--- src/rtl/sci_alu_sequencer.sv ---
// sci_alu_sequencer: hands one command at a time to a scientific ALU, holds
// its inputs for a settle window, then captures and presents the result.
// Optional build macro SCI_ALU_SEQ_STATS_EN adds saturating 8-bit counters
// of captured exception and error flags with a synchronous clear.
//
// state  | meaning
// IDLE   | waiting for a command, cmd_ready high
// SETTLE | ALU inputs held with alu_enable high while the timer runs down
// RESP   | captured result presented until the consumer takes it
module sci_alu_sequencer #(
   parameter int SETTLE_CYCLES = 2
) (
   input  logic        clk,
   input  logic        rst_n,
   input  logic        cmd_valid,
   output logic        cmd_ready,
   input  logic [63:0] cmd_a,
   input  logic [63:0] cmd_b,
   input  logic [3:0]  cmd_op,
   output logic        rsp_valid,
   input  logic        rsp_ready,
   output logic [63:0] rsp_result,
   output logic        rsp_exception,
   output logic        rsp_error,
   output logic        alu_enable,
   output logic [63:0] alu_a,
   output logic [63:0] alu_b,
   output logic [3:0]  alu_opcode,
   input  logic [63:0] alu_result,
   input  logic        alu_exception,
   input  logic        alu_error,
   output logic        busy
`ifdef SCI_ALU_SEQ_STATS_EN
   ,
   input  logic        cnt_clear,
   output logic [7:0]  exc_count,
   output logic [7:0]  err_count
`endif
);

   // A zero settle request is treated as a single settle cycle.
   localparam int         SETTLE_EFF  = (SETTLE_CYCLES < 1) ? 1 : SETTLE_CYCLES;
   localparam logic [3:0] SETTLE_LOAD = 4'(SETTLE_EFF - 1);

   typedef enum logic [1:0] {
      IDLE   = 2'd0,
      SETTLE = 2'd1,
      RESP   = 2'd2
   } state_t;

   state_t      state_q, state_d;
   logic [3:0]  cnt_q, cnt_d;
   logic [63:0] alu_a_q, alu_a_d;
   logic [63:0] alu_b_q, alu_b_d;
   logic [3:0]  alu_op_q, alu_op_d;
   logic [63:0] rsp_result_q, rsp_result_d;
   logic        rsp_exc_q, rsp_exc_d;
   logic        rsp_err_q, rsp_err_d;
   logic        capture;

   // Next-state, settle timer and operand/result capture.
   always_comb begin
      state_d      = state_q;
      cnt_d        = cnt_q;
      alu_a_d      = alu_a_q;
      alu_b_d      = alu_b_q;
      alu_op_d     = alu_op_q;
      rsp_result_d = rsp_result_q;
      rsp_exc_d    = rsp_exc_q;
      rsp_err_d    = rsp_err_q;
      capture      = 1'b0;
      case (state_q)
         IDLE: begin
            if (cmd_valid) begin
               alu_a_d  = cmd_a;
               alu_b_d  = cmd_b;
               alu_op_d = cmd_op;
               cnt_d    = SETTLE_LOAD;
               state_d  = SETTLE;
            end
         end
         SETTLE: begin
            if (cnt_q == 4'd0) begin
               capture      = 1'b1;
               rsp_result_d = alu_result;
               rsp_exc_d    = alu_exception;
               rsp_err_d    = alu_error;
               state_d      = RESP;
            end else begin
               cnt_d = cnt_q - 4'd1;
            end
         end
         RESP: begin
            if (rsp_ready) state_d = IDLE;
         end
         default: state_d = IDLE;
      endcase
   end

   // State and datapath registers.
   always_ff @(posedge clk or negedge rst_n) begin
      if (!rst_n) begin
         state_q      <= IDLE;
         cnt_q        <= 4'd0;
         alu_a_q      <= 64'd0;
         alu_b_q      <= 64'd0;
         alu_op_q     <= 4'd0;
         rsp_result_q <= 64'd0;
         rsp_exc_q    <= 1'b0;
         rsp_err_q    <= 1'b0;
      end else begin
         state_q      <= state_d;
         cnt_q        <= cnt_d;
         alu_a_q      <= alu_a_d;
         alu_b_q      <= alu_b_d;
         alu_op_q     <= alu_op_d;
         rsp_result_q <= rsp_result_d;
         rsp_exc_q    <= rsp_exc_d;
         rsp_err_q    <= rsp_err_d;
      end
   end

   assign cmd_ready     = (state_q == IDLE);
   assign alu_enable    = (state_q == SETTLE);
   assign rsp_valid     = (state_q == RESP);
   assign busy          = (state_q != IDLE);
   assign alu_a         = alu_a_q;
   assign alu_b         = alu_b_q;
   assign alu_opcode    = alu_op_q;
   assign rsp_result    = rsp_result_q;
   assign rsp_exception = rsp_exc_q;
   assign rsp_error     = rsp_err_q;

`ifdef SCI_ALU_SEQ_STATS_EN
   logic [7:0] exc_count_q, exc_count_d;
   logic [7:0] err_count_q, err_count_d;

   // Saturating flag counters; clear takes priority over a same-cycle capture.
   always_comb begin
      exc_count_d = exc_count_q;
      err_count_d = err_count_q;
      if (cnt_clear) begin
         exc_count_d = 8'd0;
         err_count_d = 8'd0;
      end else if (capture) begin
         if (alu_exception && (exc_count_q != 8'hFF)) exc_count_d = exc_count_q + 8'd1;
         if (alu_error && (err_count_q != 8'hFF))     err_count_d = err_count_q + 8'd1;
      end
   end

   // Counter registers.
   always_ff @(posedge clk or negedge rst_n) begin
      if (!rst_n) begin
         exc_count_q <= 8'd0;
         err_count_q <= 8'd0;
      end else begin
         exc_count_q <= exc_count_d;
         err_count_q <= err_count_d;
      end
   end

   assign exc_count = exc_count_q;
   assign err_count = err_count_q;
`endif

endmodule

--- config.mk ---
export PLATFORM = sky130hd
export DESIGN_NAME = sci_alu_sequencer
export DESIGN_NICKNAME = d
export VERILOG_FILES = /design/src/rtl/sci_alu_sequencer.sv
export SDC_FILE = /design/constraint.sdc
export NUM_CORES = 1
export LEC_CHECK = 0
export ABC_CLOCK_PERIOD_IN_PS = 1490
export BUFFER_PORTS_ARGS = -buffer_cell sky130_fd_sc_hd__buf_2
export CORE_AREA = 2 2 157 159
export CTS_BUF_LIST = sky130_fd_sc_hd__clkbuf_8
export DETAILED_ROUTE_END_ITERATION = 8
export DIE_AREA = 0 0 159 161
export SETUP_SLACK_MARGIN = 0.05
export SLEW_MARGIN = 20
export SYNTH_ARGS = -nofsm -noshare
export SYNTH_HDL_FRONTEND = slang
export SYNTH_SLANG_ARGS = --single-unit
--- constraint.sdc ---
create_clock -name clk -period 1.49 [get_ports clk]
set_input_delay 0.0745 -clock clk [delete_from_list [all_inputs] [get_ports clk]]
set_output_delay 0.0745 -clock clk [all_outputs]
set_load 0.05 [all_outputs]
==> Implementation_results.wiki <==
{| class="wikitable"
! Metric !! Value
|-
| Count of endpoints failing hold in the final timing report || 0
|-
| Number of cells on the worst reg-to-reg path || 5
|-
| Nature of the critical path startpoint || flip-flop
|-
| Final clock period utilization by the worst path || 110%
|-
| Top FF cell, synth || sky130_fd_sc_hd__dfrtp_1
|-
| Leakage power figure || 6.98 nW
|-
| Top delay family on crit path || buffers and inverters
|-
| Global route total overflow || 0
|-
| Final routed DRC violation total || 0
|-
| Worst hold path class || input pin to async pin
|-
| Clock latency reported for the late side of the worst-skew pair || 510 ps
|-
| Worst setup startpoint || state_q[0]$_DFFE_PN0P_
|-
| Vias in the first global route || 7188
|-
| Final worst slack || -152 ps
|-
| Starting utilization of the core area || 32.5%
|-
| Sequential element share of the synthesized area || 65.6%
|-
| Critical path data arrival time || 2030 ps
|-
| Detail-routed net length per standard cell || 16.9 µm
|-
| Worst voltage drop across the vdd grid || 1.58 mV
|-
| Relative slew slack || 69.4%
|-
| Area of the die || 25600 µm²
|-
| Average vias per placed instance || 4.41
|-
| Die X-Extent || 159 µm
|-
| Number of fill cells || 1877
|-
| Proportion of synthesized flip-flops having asynchronous set or reset || 100%
|-
| Max-slew violation total from the final report || 0
|-
| Final TNS setup || -18160 ps
|-
| Clock root buffer || sky130_fd_sc_hd__clkbuf_8
|-
| Mapped Avg Cell Area || 17.1 µm²
|-
| Placed Cells || 1189
|-
| Number of standard cells in the layout, taps in and fillers out || 1475
|-
| Crit-path cells || buf_6 > nor3b_4 > buf_12 > buf_16 > mux2_2
|-
| Y dimension of the die || 161 µm
|-
| Failing checks || setup timing
|-
| P per Cell Area || 2660 nW/µm²
|-
| Clock-pin slew reported for the worst setup and hold paths after clock tree synthesis || 60 ps
|-
| Initial DRT Pass Iterations || 4
|-
| Detailed-route via count || 6505
|-
| Max-cap check violation count || 0
|-
| Placeable core region || 24000 µm²
|-
| Post-route minimum period || 1640 ps
|-
| Status || finished with violations
|-
| Worst flop-to-flop path startpoint || state_q[0]$_DFFE_PN0P_
|-
| CTS tree || built
|-
| Clock skew after layout || 20.7 ps
|-
| Post-placement worst setup slack || -42.3 ps
|-
| Fraction of layout cells with a size suffix above 1 || 62.5%
|-
| First-pass GRT wire length || 37900 µm
|-
| Layout net count || 1329
|-
| Core Rows || 57
|-
| CP max stage delay || 410 ps
|-
| Worst path slowest cell || sky130_fd_sc_hd__dfrtp_2
|-
| Area growth from synthesis to layout || 80.0%
|-
| Maximum clock frequency || 0.609 GHz
|-
| Number of design-rule violations left by the first detailed-router iteration || 228
|-
| Post-synth EDFFs || 0
|-
| Count of port buffers added during placement || 403
|-
| WL final || 24900 µm
|-
| Setup slack, reg-to-reg || -150 ps
|-
| Initial antenna violation count || 0
|-
| WS Path Type || flip-flop to flip-flop
|-
| Required time reported for the critical path endpoint || 1880 ps
|-
| Total routing usage reported by global routing || 18.2%
|-
| Clock buffer depth || 3
|-
| Max Used Layer || met4
|-
| Cell variety after synth || 25
|-
| Endpoint of the lowest-slack register-to-register path || alu_b[14]$_DFFE_PN0P_
|-
| Synthesis Warnings || 0
|-
| Number of H-tree levels || 2
|-
| Largest driver fanout on the critical path || 13
|-
| Ports placed on the boundary || 404
|-
| Length of routed met3 wiring || 1680 µm
|-
| Unrepaired setup endpoints after global routing || yes
|-
| Met2 WL || 12600 µm
|-
| Total of flip-flops plus latches after synthesis || 204
|-
| Worst-Margin Slew || 458 ps
|-
| Placer's final routability congestion estimate || 0.777
|-
| Largest net degree at the start of global routing || 48
|-
| Sort of element at the end of the critical path || flip-flop
|-
| WL met1 || 9600 µm
|-
| Total design power || 37.2 mW
|-
| Cell area after technology mapping || 7780 µm²
|-
| Final Setup Violations || 196
|-
| Half-perimeter wire length of the detailed placement result || 15100 µm
|-
| Synthesized net count || 657
|-
| Number of clock sinks || 204
|-
| Buffer and inverter count on the worst path || 3
|-
| Count of mapped cells out of synthesis || 454
|-
| Number of clock buffers inserted by TritonCTS || 37
|-
| Diodes inserted || 0
|-
| Antenna-violating nets left || 0
|}
==> sequential cells by signal (all words and copies together) (netlist names) <==
name and cells:
alu_b 64, state_q 2, rsp_exception 1, rsp_error 1, cnt_q 4, alu_a 64
alu_opcode 4, rsp_result 64
==> through the flow <==
step | utilization, % | area [µm²] | hold slack (ps)
floorplan | - | 7850 | -221
global placement | 43.8 | 10500 | 65.2
detailed placement | 43.8 | 10500 | 66.9
CTS | 57.0 | 13700 | 67.7
global route | 58.5 | 14000 | 89.9
finish | 58.5 | 14000 | 78.0
==> placed cells by master (no fill, tap or decap), types with 2 or more instances in the layout <==
master | netlist | layout
sky130_fd_sc_hd__a21oi_1 | 2 | 2
sky130_fd_sc_hd__buf_12 | 0 | 14
sky130_fd_sc_hd__buf_16 | 0 | 6
sky130_fd_sc_hd__buf_2 | 13 | 398
sky130_fd_sc_hd__buf_4 | 1 | 15
sky130_fd_sc_hd__buf_6 | 8 | 14
sky130_fd_sc_hd__buf_8 | 0 | 4
sky130_fd_sc_hd__clkbuf_16 | 0 | 2
sky130_fd_sc_hd__clkbuf_8 | 0 | 53
sky130_fd_sc_hd__dfrtp_1 | 204 | 203
sky130_fd_sc_hd__dlygate4sd3_1 | 0 | 201
sky130_fd_sc_hd__inv_1 | 5 | 12
sky130_fd_sc_hd__inv_2 | 0 | 2
sky130_fd_sc_hd__mux2_2 | 169 | 87
sky130_fd_sc_hd__mux2_4 | 29 | 111
sky130_fd_sc_hd__nand2b_4 | 0 | 2
sky130_fd_sc_hd__nor2_1 | 4 | 3
sky130_fd_sc_hd__o21ai_0 | 3 | 3
==> where the power goes <==
part,switching (mW),internal (mW)
sequential,1.56,8.42
combinational,14.2,7.70
clock,2.28,3.08
total,18.0,19.2
==> area by class of cell <==
cell class                      instances  area [µm²]  share of cell area [%]
Tap cell                              324         405                    2.89
Sequential cell                       204        5110                    36.4
Multi-Input combinational cell        222        2850                    20.3
Inverter                                6        35.0                   0.250
Timing Repair Buffer                  655        4840                    34.6
Clock inverter                         12        55.1                   0.393
Clock buffer                           52         716                    5.11
==> per-layer routing <==
metal	track usage (%)	up-vias
met2	32.5	297
met3	4.90	75
li1	-	2950
met5	0	-
met1	20.5	3183
met4	8.10	0
==> repair_timing <==
| item | 4_1_cts | 5_1_grt |
|---|---|---|
| gates cloned | 7 | 3 |
| resized for setup | 35 | 91 |
| buffers inserted | 11 | 3 |
| endpoints found under the hold margin | 404 | 0 |
| endpoints found under the setup margin | 172 | 203 |
| hold buffers | 201 | 0 |
==> cells in the mapped netlist (all sizes together) (2+ instances only) <==
cell / instances / share of area, %
dfrtp: 204 / 66
mux2: 198 / 30
buf: 22 / 2.1
inv: 5 / 0.24
nor2: 4 / 0.19
o21ai: 3 / 0.19
a21oi: 2 / 0.13
nand2b: 2 / 0.19
nand3: 2 / 0.19
or2: 2 / 0.16
==> cell families (layout without fill, tap and decap cells) <==
family                   count (synthesis)  in the layout  share of synthesized area (%)
AND/OR/NAND/NOR                         14             14                           1.06
flip-flops                             204            204                           65.6
buffers and inverters                   28            725                           2.40
AO/OA/AOI/OAI                            8              8                          0.627
adder cells (fa/ha/maj)                  1              1                          0.161
multiplexers                           199            199                           30.2
==> how the worst max path moves through the flow <==
stage | to | slack (ps) | cells after the start
floorplan | alu_a[10]$_DFFE_PN0P_ | -20 | 5
global placement | alu_b[39]$_DFFE_PN0P_ | -20 | 4
detailed placement | alu_a[25]$_DFFE_PN0P_ | -40 | 4
CTS | cmd_ready | -130 | 4
global route | alu_b[14]$_DFFE_PN0P_ | -210 | 5
finish | alu_b[14]$_DFFE_PN0P_ | -150 | 5
Note: power is estimated with default switching activity, not from simulation.
